**src/rtl/fetch_queue_pkg.sv**
```systemverilog
// Shared constants for the fetch queue: NOP encoding, default data width and
// the packed bundle layout {pc, instr, br_pred, pc_pred} (MSB to LSB).
package fetch_queue_pkg;

    localparam int          XLEN_DEFAULT = 32;
    localparam logic [31:0] NOP_INSTR    = 32'h0000_0013;  // addi x0,x0,0

    // Field positions inside one packed bundle, as functions of the data width.
    function automatic int bundle_w(input int xlen);
        return 3 * xlen + 1;
    endfunction

    function automatic int pred_lsb(input int xlen);
        return 0;
    endfunction

    function automatic int br_bit(input int xlen);
        return xlen;
    endfunction

    function automatic int instr_lsb(input int xlen);
        return xlen + 1;
    endfunction

    function automatic int pc_lsb(input int xlen);
        return 2 * xlen + 1;
    endfunction

endpackage

```
**src/rtl/fetch_queue_if.sv**
```systemverilog
// Fetch-to-decode bus: fetch-side push handshake, decode-side pop handshake,
// flush request and occupancy. The queue sits on the slave modport.
interface fetch_queue_if #(
    parameter int XLEN  = 32,
    parameter int DEPTH = 4
);
    localparam int CW = $clog2(DEPTH + 1);

    logic            flush_i;
    logic            in_valid_i;
    logic            in_ready_o;
    logic [XLEN-1:0] in_pc_i;
    logic [XLEN-1:0] in_instr_i;
    logic            in_br_pred_i;
    logic [XLEN-1:0] in_pc_pred_i;
    logic            out_valid_o;
    logic            out_ready_i;
    logic [XLEN-1:0] out_pc_o;
    logic [XLEN-1:0] out_instr_o;
    logic            out_br_pred_o;
    logic [XLEN-1:0] out_pc_pred_o;
    logic [CW-1:0]   count_o;

    modport master (
        output flush_i, in_valid_i, in_pc_i, in_instr_i, in_br_pred_i, in_pc_pred_i,
               out_ready_i,
        input  in_ready_o, out_valid_o, out_pc_o, out_instr_o, out_br_pred_o,
               out_pc_pred_o, count_o
    );

    modport slave (
        input  flush_i, in_valid_i, in_pc_i, in_instr_i, in_br_pred_i, in_pc_pred_i,
               out_ready_i,
        output in_ready_o, out_valid_o, out_pc_o, out_instr_o, out_br_pred_o,
               out_pc_pred_o, count_o
    );

endinterface

```
**src/rtl/fetch_queue_mem.sv**
```systemverilog
// DEPTH x W register array, one synchronous write port and one asynchronous
// read port. Data carries no reset; occupancy is tracked by the owner.
module fetch_queue_mem #(
    parameter int DEPTH = 4,
    parameter int W     = 97
) (
    input  logic                     clk,
    input  logic                     we,
    input  logic [$clog2(DEPTH)-1:0] waddr,
    input  logic [W-1:0]             wdata,
    input  logic [$clog2(DEPTH)-1:0] raddr,
    output logic [W-1:0]             rdata
);

    logic [W-1:0] mem [DEPTH];

    // Write the accepted bundle into its slot.
    always_ff @(posedge clk) begin
        if (we) mem[waddr] <= wdata;
    end

    assign rdata = mem[raddr];

endmodule

```
**src/rtl/fetch_queue.sv**
```systemverilog
// Fetch-to-decode decoupling queue. Pointer/count registers are the only state;
// a flush empties the queue so wrong-path bundles never reach decode.
module fetch_queue
    import fetch_queue_pkg::*;
#(
    parameter int DEPTH = 4,
    parameter int XLEN  = XLEN_DEFAULT
) (
    input logic           clk,
    input logic           reset_n,
    fetch_queue_if.slave  bus
);

    localparam int AW = $clog2(DEPTH);
    localparam int CW = $clog2(DEPTH + 1);
    localparam int BW = bundle_w(XLEN);
    localparam int PC_LSB    = pc_lsb(XLEN);
    localparam int INSTR_LSB = instr_lsb(XLEN);
    localparam int BR_BIT    = br_bit(XLEN);
    localparam int PRED_LSB  = pred_lsb(XLEN);
    localparam logic [XLEN-1:0] NOP = XLEN'(NOP_INSTR);

    logic [AW-1:0] rd_ptr;
    logic [AW-1:0] wr_ptr;
    logic [CW-1:0] count;
    logic          push;
    logic          pop;
    logic [BW-1:0] wdata;
    logic [BW-1:0] rdata;

    // Ready and valid come only from registered occupancy, never from the far side.
    assign bus.in_ready_o  = (count != CW'(DEPTH));
    assign bus.out_valid_o = (count != '0);
    assign bus.count_o     = count;

    // Full blocks a push even when a pop frees a slot in the same cycle.
    assign push = bus.in_valid_i & bus.in_ready_o & ~bus.flush_i;
    assign pop  = bus.out_valid_o & bus.out_ready_i & ~bus.flush_i;

    assign wdata = {bus.in_pc_i, bus.in_instr_i, bus.in_br_pred_i, bus.in_pc_pred_i};

    fetch_queue_mem #(
        .DEPTH (DEPTH),
        .W     (BW)
    ) u_mem (
        .clk   (clk),
        .we    (push),
        .waddr (wr_ptr),
        .wdata (wdata),
        .raddr (rd_ptr),
        .rdata (rdata)
    );

    // Pointer and occupancy update; flush wins over any simultaneous push/pop.
    always_ff @(posedge clk or negedge reset_n) begin
        if (!reset_n) begin
            rd_ptr <= '0;
            wr_ptr <= '0;
            count  <= '0;
        end else if (bus.flush_i) begin
            rd_ptr <= '0;
            wr_ptr <= '0;
            count  <= '0;
        end else begin
            if (push) wr_ptr <= wr_ptr + AW'(1);
            if (pop)  rd_ptr <= rd_ptr + AW'(1);
            count <= count + CW'(push) - CW'(pop);
        end
    end

    // Head fields, forced to the idle bundle while the queue is empty.
    always_comb begin
        bus.out_pc_o      = '0;
        bus.out_instr_o   = NOP;
        bus.out_br_pred_o = 1'b0;
        bus.out_pc_pred_o = '0;
        if (bus.out_valid_o) begin
            bus.out_pc_o      = rdata[PC_LSB +: XLEN];
            bus.out_instr_o   = rdata[INSTR_LSB +: XLEN];
            bus.out_br_pred_o = rdata[BR_BIT];
            bus.out_pc_pred_o = rdata[PRED_LSB +: XLEN];
        end
    end

endmodule
```
**src/flat_wrapper.sv**
```systemverilog
// flat-port wrapper written by rule: the top's interface ports become plain ports
module fetch_queue_flat import fetch_queue_pkg::*;
#(
    parameter int DEPTH = 4,
    parameter int XLEN  = XLEN_DEFAULT
)
  (clk, reset_n, bus_flush_i, bus_in_valid_i, bus_in_pc_i, bus_in_instr_i, bus_in_br_pred_i, bus_in_pc_pred_i, bus_out_ready_i, bus_in_ready_o, bus_out_valid_o, bus_out_pc_o, bus_out_instr_o, bus_out_br_pred_o, bus_out_pc_pred_o, bus_count_o);
  fetch_queue_if #(.XLEN(XLEN), .DEPTH(DEPTH)) bus_i ();
  input logic clk;
  input logic reset_n;
  input wire logic [$bits(bus_i.flush_i)-1:0] bus_flush_i;
  input wire logic [$bits(bus_i.in_valid_i)-1:0] bus_in_valid_i;
  input wire logic [$bits(bus_i.in_pc_i)-1:0] bus_in_pc_i;
  input wire logic [$bits(bus_i.in_instr_i)-1:0] bus_in_instr_i;
  input wire logic [$bits(bus_i.in_br_pred_i)-1:0] bus_in_br_pred_i;
  input wire logic [$bits(bus_i.in_pc_pred_i)-1:0] bus_in_pc_pred_i;
  input wire logic [$bits(bus_i.out_ready_i)-1:0] bus_out_ready_i;
  output wire logic [$bits(bus_i.in_ready_o)-1:0] bus_in_ready_o;
  output wire logic [$bits(bus_i.out_valid_o)-1:0] bus_out_valid_o;
  output wire logic [$bits(bus_i.out_pc_o)-1:0] bus_out_pc_o;
  output wire logic [$bits(bus_i.out_instr_o)-1:0] bus_out_instr_o;
  output wire logic [$bits(bus_i.out_br_pred_o)-1:0] bus_out_br_pred_o;
  output wire logic [$bits(bus_i.out_pc_pred_o)-1:0] bus_out_pc_pred_o;
  output wire logic [$bits(bus_i.count_o)-1:0] bus_count_o;
  assign bus_i.flush_i = bus_flush_i;
  assign bus_i.in_valid_i = bus_in_valid_i;
  assign bus_i.in_pc_i = bus_in_pc_i;
  assign bus_i.in_instr_i = bus_in_instr_i;
  assign bus_i.in_br_pred_i = bus_in_br_pred_i;
  assign bus_i.in_pc_pred_i = bus_in_pc_pred_i;
  assign bus_i.out_ready_i = bus_out_ready_i;
  assign bus_in_ready_o = bus_i.in_ready_o;
  assign bus_out_valid_o = bus_i.out_valid_o;
  assign bus_out_pc_o = bus_i.out_pc_o;
  assign bus_out_instr_o = bus_i.out_instr_o;
  assign bus_out_br_pred_o = bus_i.out_br_pred_o;
  assign bus_out_pc_pred_o = bus_i.out_pc_pred_o;
  assign bus_count_o = bus_i.count_o;
  fetch_queue #(.DEPTH(DEPTH), .XLEN(XLEN)) u_core (.clk(clk), .reset_n(reset_n), .bus(bus_i));
endmodule
```
**config.mk**
```make
export PLATFORM = sky130hd
export DESIGN_NAME = fetch_queue_flat
export DESIGN_NICKNAME = d
export VERILOG_FILES = /design/src/rtl/fetch_queue_pkg.sv /design/src/rtl/fetch_queue_if.sv /design/src/rtl/fetch_queue_mem.sv /design/src/rtl/fetch_queue.sv /design/src/flat_wrapper.sv
export SDC_FILE = /design/constraint.sdc
export NUM_CORES = 1
export LEC_CHECK = 0
export BUFFER_PORTS_ARGS = -buffer_cell sky130_fd_sc_hd__buf_2
export CORE_MARGIN = 2
export CORE_UTILIZATION = 57
export DETAILED_ROUTE_END_ITERATION = 6
export HOLD_SLACK_MARGIN = 0.08
export PLACE_DENSITY = 0.87
export SETUP_SLACK_MARGIN = 0.1
export SLEW_MARGIN = 5
export SYNTH_ARGS = -nofsm -noshare
export SYNTH_HDL_FRONTEND = slang
export SYNTH_SLANG_ARGS = --single-unit
export TNS_END_PERCENT = 10
```
**constraint.sdc**
```tcl
create_clock -name clk -period 5.2 [get_ports clk]
set_input_delay 1.04 -clock clk [delete_from_list [all_inputs] [get_ports clk]]
set_output_delay 1.04 -clock clk [all_outputs]
set_load 0.03 [all_outputs]
```
==> flow_summary.ini, run 1 <==
[critical_path]
r2r_cells = 4
crit_type = flip-flop to primary output
crit_chain = buf_12, mux4_2, and2_1, buf_2
cp_slowest_cell = dfrtp_4
worstReg2RegStart = u_core.bus.count_o[1]
cp.required_ps = 4160
r2r-end = u_core.u_mem.mem[2][19]
path_max_fanout = 33
slowest_delay_ps = 860
crit_path_start_kind = flip-flop
cp-end-kind = primary output
reg2reg_slack_ps = 2570
arrival_ps = 2720

[global_route]
grt_usage_pct = 20.52
grt_max_degree = 56
grt_antenna_before_repair = 7
grt_overflow = 0
grt_pass1_wl_mm = 43.28
grt_pass1_vias = 7664

[synthesis]
synth_area_per_cell_sq_um = 22.71
netlist_instances = 664
ys_seq_area_share_pct = 78.43
ys_seq_elements = 395
syn-cell-area_sq_um = 15080
ys_warn_count = 0
ys_types = 28
syn_nets = 773

[die]
fp-row-count = 59
start_util_pct = 58.03
dieArea_sq_um = 27770
fp.coreArea_sq_um = 25980
pin_count = 204
chipWidth_microns = 166.7
die_h_microns = 166.7

[pwr]
cellLeakagePower_nw = 6.070
p_int_mw = 6.172
ir_drop_mv = 0.5004
powerDensity_nw_per_um2 = 507.0
power_frac_clock_pct = 28.9
combinationalPowerShare_pct = 28.8
power_switching_mw = 2.799
switching_share_pct = 31.20
seqPwrFrac_pct = 42.3

[clock_network]
clk_pin_slew_worst_paths_ps = 60
cts_tree = yes
cts_buffer_depth = 3
holdBufCountCts = 0
cts_made_buffers = 39
worstSkewPairLatency_ps = 510
cts_sinks = 395
cts.htree.levels = 2
cts_setup_buffers = 0
root_buffer = clkbuf_16
ctsResizeCount = 0

[sta]
slew_viol_final = 0
clock_skew_ps = 12.62
finalSetupViolations = 0
fin_ws_ps = 1443
hold_violations = 0
setup_tns_ps = 0
fin_crit_sh_pct = 72.24
tightest_slew_ps = 823.4
relSlewSlack_pct = 45.11
period_needed_ps = 3757
rsz0062_at_grt = false
fmax_ghz = 0.2662

[job]
max_cap_violations = 0

[place]
gp_congestion = 0.7298
pre_cts_slack_ps = 1869
port_buffers = 203
dp_hpwl_mm = 16.65

[hold_path]
min_path_type = primary input to async pin

[drt]
vias = 7088
first_pass_iters = 5
routedWlPerCell_microns = 22.35
drt-initial-drc-count = 555
detail-route-antenna-nets = 0
drc = 0
via_per_inst = 5.679
routed_wirelength_mm = 27.90

[status]
status = finished clean

[layout]
area_delta_synth_final_pct = 17.33
final_layout_size_suffix_gt1_share_pct = 40.42
layout.nets = 993
synth_stat cells:
library cell,n,share of area [%]
nand2_1,1,0.025
nor3_2,1,0.066
buf_8,2,0.20
or3_1,2,0.083
inv_1,8,0.20
nor3b_1,1,0.050
nor2_1,5,0.12
o21ai_0,2,0.066
clkbuf_1,17,0.42
edfxtp_1,388,77
buf_1,1,0.025
and2_1,98,4.1
fa_1,1,0.13
mux2i_1,1,0.066
or2_1,3,0.12
dfrtp_1,7,1.2
buf_6,1,0.075
xor2_1,2,0.12
xnor2_1,1,0.058
nor3_1,1,0.033
nor2b_1,1,0.042
buf_2,11,0.37
mux4_2,97,14
buf_4,1,0.050
a21oi_1,2,0.066
ha_1,6,0.50
nand2b_1,2,0.083
o31ai_1,1,0.050
kinds of logic (layout without fill, tap and decap cells):
group                    after synthesis  in the layout  synth area share [%]
flip-flops                           395            395                 78.43
buffers and inverters                 41            285                 1.336
AO/OA/AOI/OAI                          5              5                0.1826
other                                  0              5                     0
AND/OR/NAND/NOR                      115            115                 4.696
multiplexers                          98             98                 14.55
XOR/XNOR                               3              3                0.1743
adder cells (fa/ha/maj)                7              7                0.6306
state kept, by name, summed over array words and instances, names as in the netlist:
register and cells:
u_core.u_mem.mem 388, u_core.bus.count_o 3, u_core.wr_ptr 2, u_core.rd_ptr 2
power groups by stage:
stage	clock [mW]	sequential (mW)	combinational [mW]
after floorplan	0	3.80	1.95
after detailed placement	0	3.87	2.62
after global placement	0	3.86	2.59
after global routing	2.77	3.82	2.74
after CTS	2.64	3.80	2.63
final	2.59	3.79	2.59
critical path: cells and delay by family (launching register included):
kind / cells / cell delay [ps]
buffers and inverters: 2 / 530
muxes: 1 / 570
and+or+nand+nor: 1 / 190
DFF: 1 / 860
how the worst max path moves through the flow:
stage | startpoint | endpoint | slack, ps
after CTS | u_core.rd_ptr[0] | bus_out_pc_pred_o[23] | 1340
final | u_core.rd_ptr[0] | bus_out_pc_pred_o[23] | 1440
after global routing | u_core.rd_ptr[0] | bus_out_pc_pred_o[23] | 1250
after floorplan | bus_flush_i | u_core.u_mem.mem[0][0] | 880
after detailed placement | bus_flush_i | u_core.u_mem.mem[2][13] | 1870
after global placement | u_core.rd_ptr[0] | bus_out_instr_o[1] | 1890
placed cells by master (no fill, tap or decap), types with 2 or more instances in the layout:
cell type  Yosys  routed
and2_1        98      94
o21ai_0        2       2
clkbuf_16      0      41
ha_1           6       6
xor2_1         2       2
clkbuf_1      17      10
nand2b_1       2       2
nor2_1         5       5
bufinv_16      0       2
buf_2         11     203
or3_1          2       2
dfrtp_4        0       2
buf_4          1       3
dfrtp_1        7       5
mux4_2        97      97
clkinv_1       0       5
diode_2        0       5
buf_12         0       6
edfxtp_1     388     388
clkinv_2       0       7
and2_4         0       4
inv_1          8       7
a21oi_1        2       2
or2_1          3       3
through the flow:
step	std cells	hold WS, ps	utilization, %	area [sq um]	total power [mW]
CTS	1243	336.6	68.04	17680	9.078
floorplan	664	555.3	-	15080	5.747
finish	1248	349.9	68.09	17690	8.971
detailed placement	1178	592.1	63.51	16500	6.488
global placement	1178	575.1	63.51	16500	6.445
global route	1247	338.4	68.08	17690	9.331
final cells by class:
type | count | area (sq um)
clock inverter | 14 | 113.9
inverter | 8 | 30.03
fill | 1634 | 8292
tap | 335 | 419.2
antenna | 5 | 12.51
multi-input combinational | 228 | 3062
clock buffer | 51 | 1064
timing repair buffer | 212 | 1159
sequential | 395 | 11830
layer usage:
metal	vias to the layer above	part of all wire, %	GRT usage (%)
met3	50	6.2	4.278
li1	3142	-	-
met2	236	53	36.06
met5	-	0.097	0
met4	4	2.8	7.084
met1	3656	38	25.69
Note: power is estimated with default switching activity, not from simulation.
==> run 2, diff against run 1 <==
--- a/config.mk
+++ b/config.mk
@@ -5,12 +5,13 @@
 export SDC_FILE = /design/constraint.sdc
 export NUM_CORES = 1
 export LEC_CHECK = 0
+export ABC_AREA = 1
 export BUFFER_PORTS_ARGS = -buffer_cell sky130_fd_sc_hd__buf_2
 export CORE_MARGIN = 2
-export CORE_UTILIZATION = 57
+export CORE_UTILIZATION = 58
 export DETAILED_ROUTE_END_ITERATION = 6
 export HOLD_SLACK_MARGIN = 0.08
-export PLACE_DENSITY = 0.87
+export PLACE_DENSITY = 0.88
 export SETUP_SLACK_MARGIN = 0.1
 export SLEW_MARGIN = 5
 export SYNTH_ARGS = -nofsm -noshare
==> constraint.sdc (replaced) <==
create_clock -name clk -period 3.85 [get_ports clk]
set_input_delay 0.77 -clock clk [delete_from_list [all_inputs] [get_ports clk]]
set_output_delay 0.77 -clock clk [all_outputs]
set_load 0.03 [all_outputs]
==> flow_summary.ini, run 2 <==
[clock_network]
holdBufCountCts = 1
clk_pin_slew_worst_paths_ps = 60
ctsResizeCount = 0
cts_setup_buffers = 0
cts_sinks = 395
cts_tree = yes
cts_made_buffers = 40
worstSkewPairLatency_ps = 520
cts_buffer_depth = 3
root_buffer = clkbuf_16
cts.htree.levels = 2

[synthesis]
synth.area.top_cells = edfxtp_1, nand2_1, inv_1, nand3_1, a21oi_1
syn-cell-area_sq_um = 16440
ys_types = 20
async_flop_share_pct = 1.772
ys_seq_area_share_pct = 71.94
ys_seq_elements = 395
syn_nets = 1597
synth-main-ff-cell = edfxtp_1
yosysMostFrequentCell = nand2_1
netlist_instances = 1488
synth_area_per_cell_sq_um = 11.05
synth_top_area_share_pct = 70.87
synth_top_cell_by_area = edfxtp_1
synth_edf_count = 388
ys_warn_count = 0
yosys-top-cells-count = nand2_1, edfxtp_1, inv_1, nand3_1, a21oi_1

[critical_path]
cp_slowest_cell = clkinv_2
cp.required_ps = 3080
crit_family = buffers and inverters
worstReg2RegStart = u_core.bus.count_o[1]
crit_type = flip-flop to primary output
cp_num_buf_inv = 3
crit_chain = nor2_1, nand2_2, clkinv_2, buf_4, a21oi_1, buf_2
arrival_ps = 2690
slowest_delay_ps = 560
path_max_fanout = 36
crit_start = u_core.bus.count_o[1]
cp-end-kind = primary output
crit_path_start_kind = flip-flop

[die]
fp.coreArea_sq_um = 27860
fp-row-count = 61
chipWidth_microns = 172.4
start_util_pct = 59.01
dieArea_sq_um = 29710
die_h_microns = 172.4
pin_count = 204

[sta]
hold_violations = 0
finalSetupViolations = 0
relSlewSlack_pct = 33.47
fmax_ghz = 0.2891
slew_viol_final = 0
fin_crit_sh_pct = 89.84
fin_ws_ps = 391.0
clock_skew_ps = 21.47
tightest_slew_ps = 998.0
rsz0062_at_grt = false
period_needed_ps = 3459

[pwr]
cellLeakagePower_nw = 8.222
ir_drop_mv = 0.6587
powerDensity_nw_per_um2 = 704.8
total_power_mw = 13.44

[global_route]
grt_overflow = 0
grt_pass1_vias = 10840
grt_pass1_wl_mm = 54.47
grt_max_degree = 193
grt_usage_pct = 23.80
grt_antenna_before_repair = 8

[layout]
final_cell_mix = nand2_1, edfxtp_1, inv_1
layout.nets = 1786
final_layout_size_suffix_gt1_share_pct = 16.74
largest_register = u_core.u_mem.mem
layout_commonest_cell = nand2_1
largest_reg_flops = 388
nFillCells = 1878
area_delta_synth_final_pct = 15.95
final-seq-area_sq_um = 11830
multi_input_area_sq_um = 3417

[drt]
vias = 11020
drt-initial-drc-count = 1063
detail-route-antenna-nets = 0
routed_wirelength_mm = 35.53
drc = 0
via_per_inst = 5.268
first_pass_iters = 5
routedWlPerCell_microns = 16.99

[place]
gp_congestion = 0.8051
port_buffers = 203
dp_hpwl_mm = 19.94
pre_cts_slack_ps = 990.4

[status]
status = finished clean

[hold_path]
min_path_type = primary input to flip-flop
holdCritStartpoint = bus_flush_i

[job]
max_cap_violations = 0
-- run 2: cell count changes after synthesis, moves of 9 or more --
cell and delta:
a21oi_1 +93, and2_1 -98, buf_2 +30, buf_6 +9, inv_1 +200, mux4_2 -97, nand2_1 +576, nand3_1 +104
-- run 2: metrics by stage --
| stage | setup TNS (ps) | hold slack [ps] | std cells | cell area (sq um) | util, % |
|---|---|---|---|---|---|
| 6_report | 0 | 449.8 | 2092 | 19060 | 68.43 |
| 5_1_grt | 0 | 445.5 | 2090 | 19060 | 68.41 |
| 4_1_cts | 0 | 429.9 | 2086 | 19050 | 68.37 |
| 3_5_place_dp | 0 | 575.9 | 2012 | 17810 | 63.93 |
| 3_3_place_gp | 0 | 549.2 | 2012 | 17810 | 63.93 |
| 2_1_floorplan | -159550 | 474.4 | 1488 | 16450 | - |
-- run 2: area by class of cell --
| class | instances | share of cell area, % |
|---|---|---|
| flip-flops and latches | 395 | 62.08 |
| multi-input cells | 807 | 17.93 |
| repair buffers | 221 | 6.774 |
| clock buffers | 46 | 5.481 |
| inverters | 212 | 4.214 |
| well taps | 378 | 2.481 |
| clock inverters | 27 | 0.9649 |
| diodes | 6 | 0.07877 |
-- run 2: report_power, final --
group / leakage (nW) / total [mW] / switching (mW) / internal, mW
Clock: 0.599 / 3.61 / 1.52 / 2.08
Sequential: 3.61 / 5.08 / 0.0800 / 5.00
Combinational: 4.01 / 4.75 / 3.53 / 1.22
Total: 8.22 / 13.4 / 5.14 / 8.30
-- run 2: metal layers --
| layer | GRT usage, % | routed length [microns] |
|---|---|---|
| met4 | 9.390 | 1084 |
| met5 | 0 | 24 |
| met2 | 41.44 | 17760 |
| met3 | 5.219 | 2945 |
| met1 | 29.05 | 13720 |
-- run 2: worst paths after layout --
check,to,slack (ps),cells past startpoint
worst max-delay path,bus_out_pc_pred_o[29],390,6
worst min-delay path,u_core.bus.count_o[0],450,2
worst max register to register,u_core.u_mem.mem[0][9],1610,5
worst min register to register,u_core.wr_ptr[1],600,2
max in group asynchronous,u_core.rd_ptr[0],3040,2
min in group asynchronous,u_core.bus.count_o[0],620,2
-- run 2: logic make-up (layout without fill, tap and decap cells) --
group	Yosys count	in the layout	share of synthesized area (%)
simple gates	699	699	16.86
flops	395	395	71.94
buf+inv	286	506	7.459
compound gates	101	101	3.166
fa+ha+maj	7	7	0.5784
other cells	0	6	0
-- run 2: worst register-to-register path, delay by kind of cell (launching register included) --
family                 cells  cell delay, ps
flip-flops                 1             440
AND/OR/NAND/NOR            4             870
buffers and inverters      1             530
==> run 3, diff against run 2 <==
--- a/config.mk
+++ b/config.mk
@@ -5,13 +5,13 @@
 export SDC_FILE = /design/constraint.sdc
 export NUM_CORES = 1
 export LEC_CHECK = 0
-export ABC_AREA = 1
 export BUFFER_PORTS_ARGS = -buffer_cell sky130_fd_sc_hd__buf_2
+export CAP_MARGIN = 15
 export CORE_MARGIN = 2
-export CORE_UTILIZATION = 58
+export CORE_UTILIZATION = 57
 export DETAILED_ROUTE_END_ITERATION = 6
 export HOLD_SLACK_MARGIN = 0.08
-export PLACE_DENSITY = 0.88
+export PLACE_DENSITY = 0.87
 export SETUP_SLACK_MARGIN = 0.1
 export SLEW_MARGIN = 5
 export SYNTH_ARGS = -nofsm -noshare
==> flow_summary.ini, run 3 (same netlist as run 1, synthesis figures left out) <==
[drt]
drc = 0
first_pass_iters = 5
detail-route-antenna-nets = 0
via_per_inst = 5.718
vias = 7228
drt-initial-drc-count = 625
routedWlPerCell_microns = 22.60
routed_wirelength_mm = 28.57

[critical_path]
r2r-end = u_core.u_mem.mem[1][5]
crit_chain = buf_4, mux4_2, and2_1, buf_2
worstReg2RegStart = u_core.bus.count_o[1]
cp_slowest_cell = dfrtp_4
r2r_cells = 4
cp-end-kind = primary output
crit_path_start_kind = flip-flop
cp.required_ps = 3080
slowest_delay_ps = 790
crit_type = flip-flop to primary output
reg2reg_slack_ps = 1340
arrival_ps = 2630
crit_family = flip-flops
path_max_fanout = 27
cp_num_buf_inv = 2

[sta]
slew_viol_final = 0
fin_crit_sh_pct = 88.24
setup_tns_ps = 0
rsz0062_at_grt = false
clock_skew_ps = 15.14
tightest_slew_ps = 705.9
hold_violations = 0
period_needed_ps = 3397
fin_ws_ps = 452.7
finalSetupViolations = 0
fmax_ghz = 0.2944
relSlewSlack_pct = 52.94

[die]
fp-row-count = 59
die_h_microns = 166.7
chipWidth_microns = 166.7
fp.coreArea_sq_um = 25980
start_util_pct = 58.03
dieArea_sq_um = 27770
pin_count = 204

[layout]
fin_cells = 1264
layout_commonest_cell = edfxtp_1
final_cell_mix = edfxtp_1, buf_2, mux4_2
area_delta_synth_final_pct = 18.60
largest_reg_flops = 388
final_layout_size_suffix_gt1_share_pct = 41.51
largest_register = u_core.u_mem.mem
nFillCells = 1576
fin_util_pct = 68.83
layout.nets = 1004

[global_route]
grt_overflow = 0
grt_max_degree = 55
grt_usage_pct = 20.76
grt_pass1_wl_mm = 43.84
grt_antenna_before_repair = 5
grt_pass1_vias = 7654

[pwr]
total_power_mw = 12.32
cellLeakagePower_nw = 6.155
powerDensity_nw_per_um2 = 689.1
ir_drop_mv = 0.5444

[hold_path]
min_path_type = primary input to flip-flop
holdCritStartpoint = bus_in_pc_i[5]
min_path_cells = 1
holdPathEnd = u_core.u_mem.mem[2][70]

[clock_network]
cts.htree.levels = 2
root_buffer = clkbuf_16
clk_pin_slew_worst_paths_ps = 60
cts_buffer_depth = 3
cts_tree = yes
cts_made_buffers = 40
worstSkewPairLatency_ps = 520
cts_sinks = 395

[place]
dp.cells = 1187
port_buffers = 203
gp_congestion = 0.7636
dp_hpwl_mm = 17.27
pre_cts_slack_ps = 941.8

[job]
max_cap_violations = 0

[status]
status = finished clean
[run 3: cell types whose count changed in the layout (fill, tap and decap cells not counted), sizes merged, moves of 4 or more]
cell / before / now
a21oi: 95 / 2
and2: 0 / 98
clkbuf: 46 / 52
clkinv: 23 / 11
inv: 212 / 11
mux4: 0 / 97
nand2: 578 / 1
nand3: 104 / 0
nand4: 4 / 0
nor2: 11 / 5
o211ai: 6 / 0
[run 3: area by class of cell]
cell class / count / area (sq um) / area share, %
Timing Repair Buffer: 222 / 1286 / 7.192
Inverter: 8 / 30.03 / 0.1679
Sequential cell: 395 / 11830 / 66.17
Clock buffer: 52 / 1077 / 6.023
Tap cell: 335 / 419.2 / 2.344
Clock inverter: 20 / 166.4 / 0.9305
Multi-Input combinational cell: 228 / 3062 / 17.12
Antenna cell: 4 / 10.01 / 0.05597
[run 3: worst max-delay path by stage]
stage                      from                endpoint  slack [ps]  cells past startpoint
2_1_floorplan       bus_flush_i  u_core.u_mem.mem[3][0]        -200                      3
3_3_place_gp   u_core.rd_ptr[0]    bus_out_pc_pred_o[2]         950                      4
3_5_place_dp   u_core.rd_ptr[0]   bus_out_pc_pred_o[31]         940                      4
4_1_cts        u_core.rd_ptr[0]   bus_out_pc_pred_o[31]         370                      4
5_1_grt        u_core.rd_ptr[0]   bus_out_pc_pred_o[31]         280                      4
6_report       u_core.rd_ptr[0]   bus_out_pc_pred_o[31]         450                      4
[run 3: worst register-to-register path, cell delays in order, from the launching register on]
cell	delay [ps]
dfrtp_1	510
nor3b_1	170
nor3_1	460
and2_4	640
buf_4	410
[run 3: what timing repair did]
action | CTS | global route
buffers inserted | 0 | 0
hold endpoints to repair | 7 | 0
resized for setup | 0 | 0
hold buffers | 1 | 0
setup endpoints to repair | 0 | 0
[run 3: where the power goes]
part	leakage, nW	internal (mW)	total, mW	switching [mW]
sequential	3.61	4.96	5.12	0.157
clock	0.600	2.12	3.64	1.52
combinational	1.94	1.36	3.57	2.21
total	6.16	8.43	12.3	3.89
[run 3: routing by layer]
layer / part of all wire, % / up-vias / track usage, %
li1: - / 3175 / -
met1: 37 / 3749 / 25.68
met2: 54 / 243 / 37.01
met3: 5.8 / 59 / 4.087
met4: 2.9 / 2 / 7.046
met5: 0.042 / - / 0
[run 3: per-stage QoR]
step	hold WS, ps	cell area (sq um)
6_report	461.6	17880
5_1_grt	445.5	17880
4_1_cts	435.6	17870
3_5_place_dp	598.7	16620
3_3_place_gp	582.0	16620
2_1_floorplan	474.4	15080
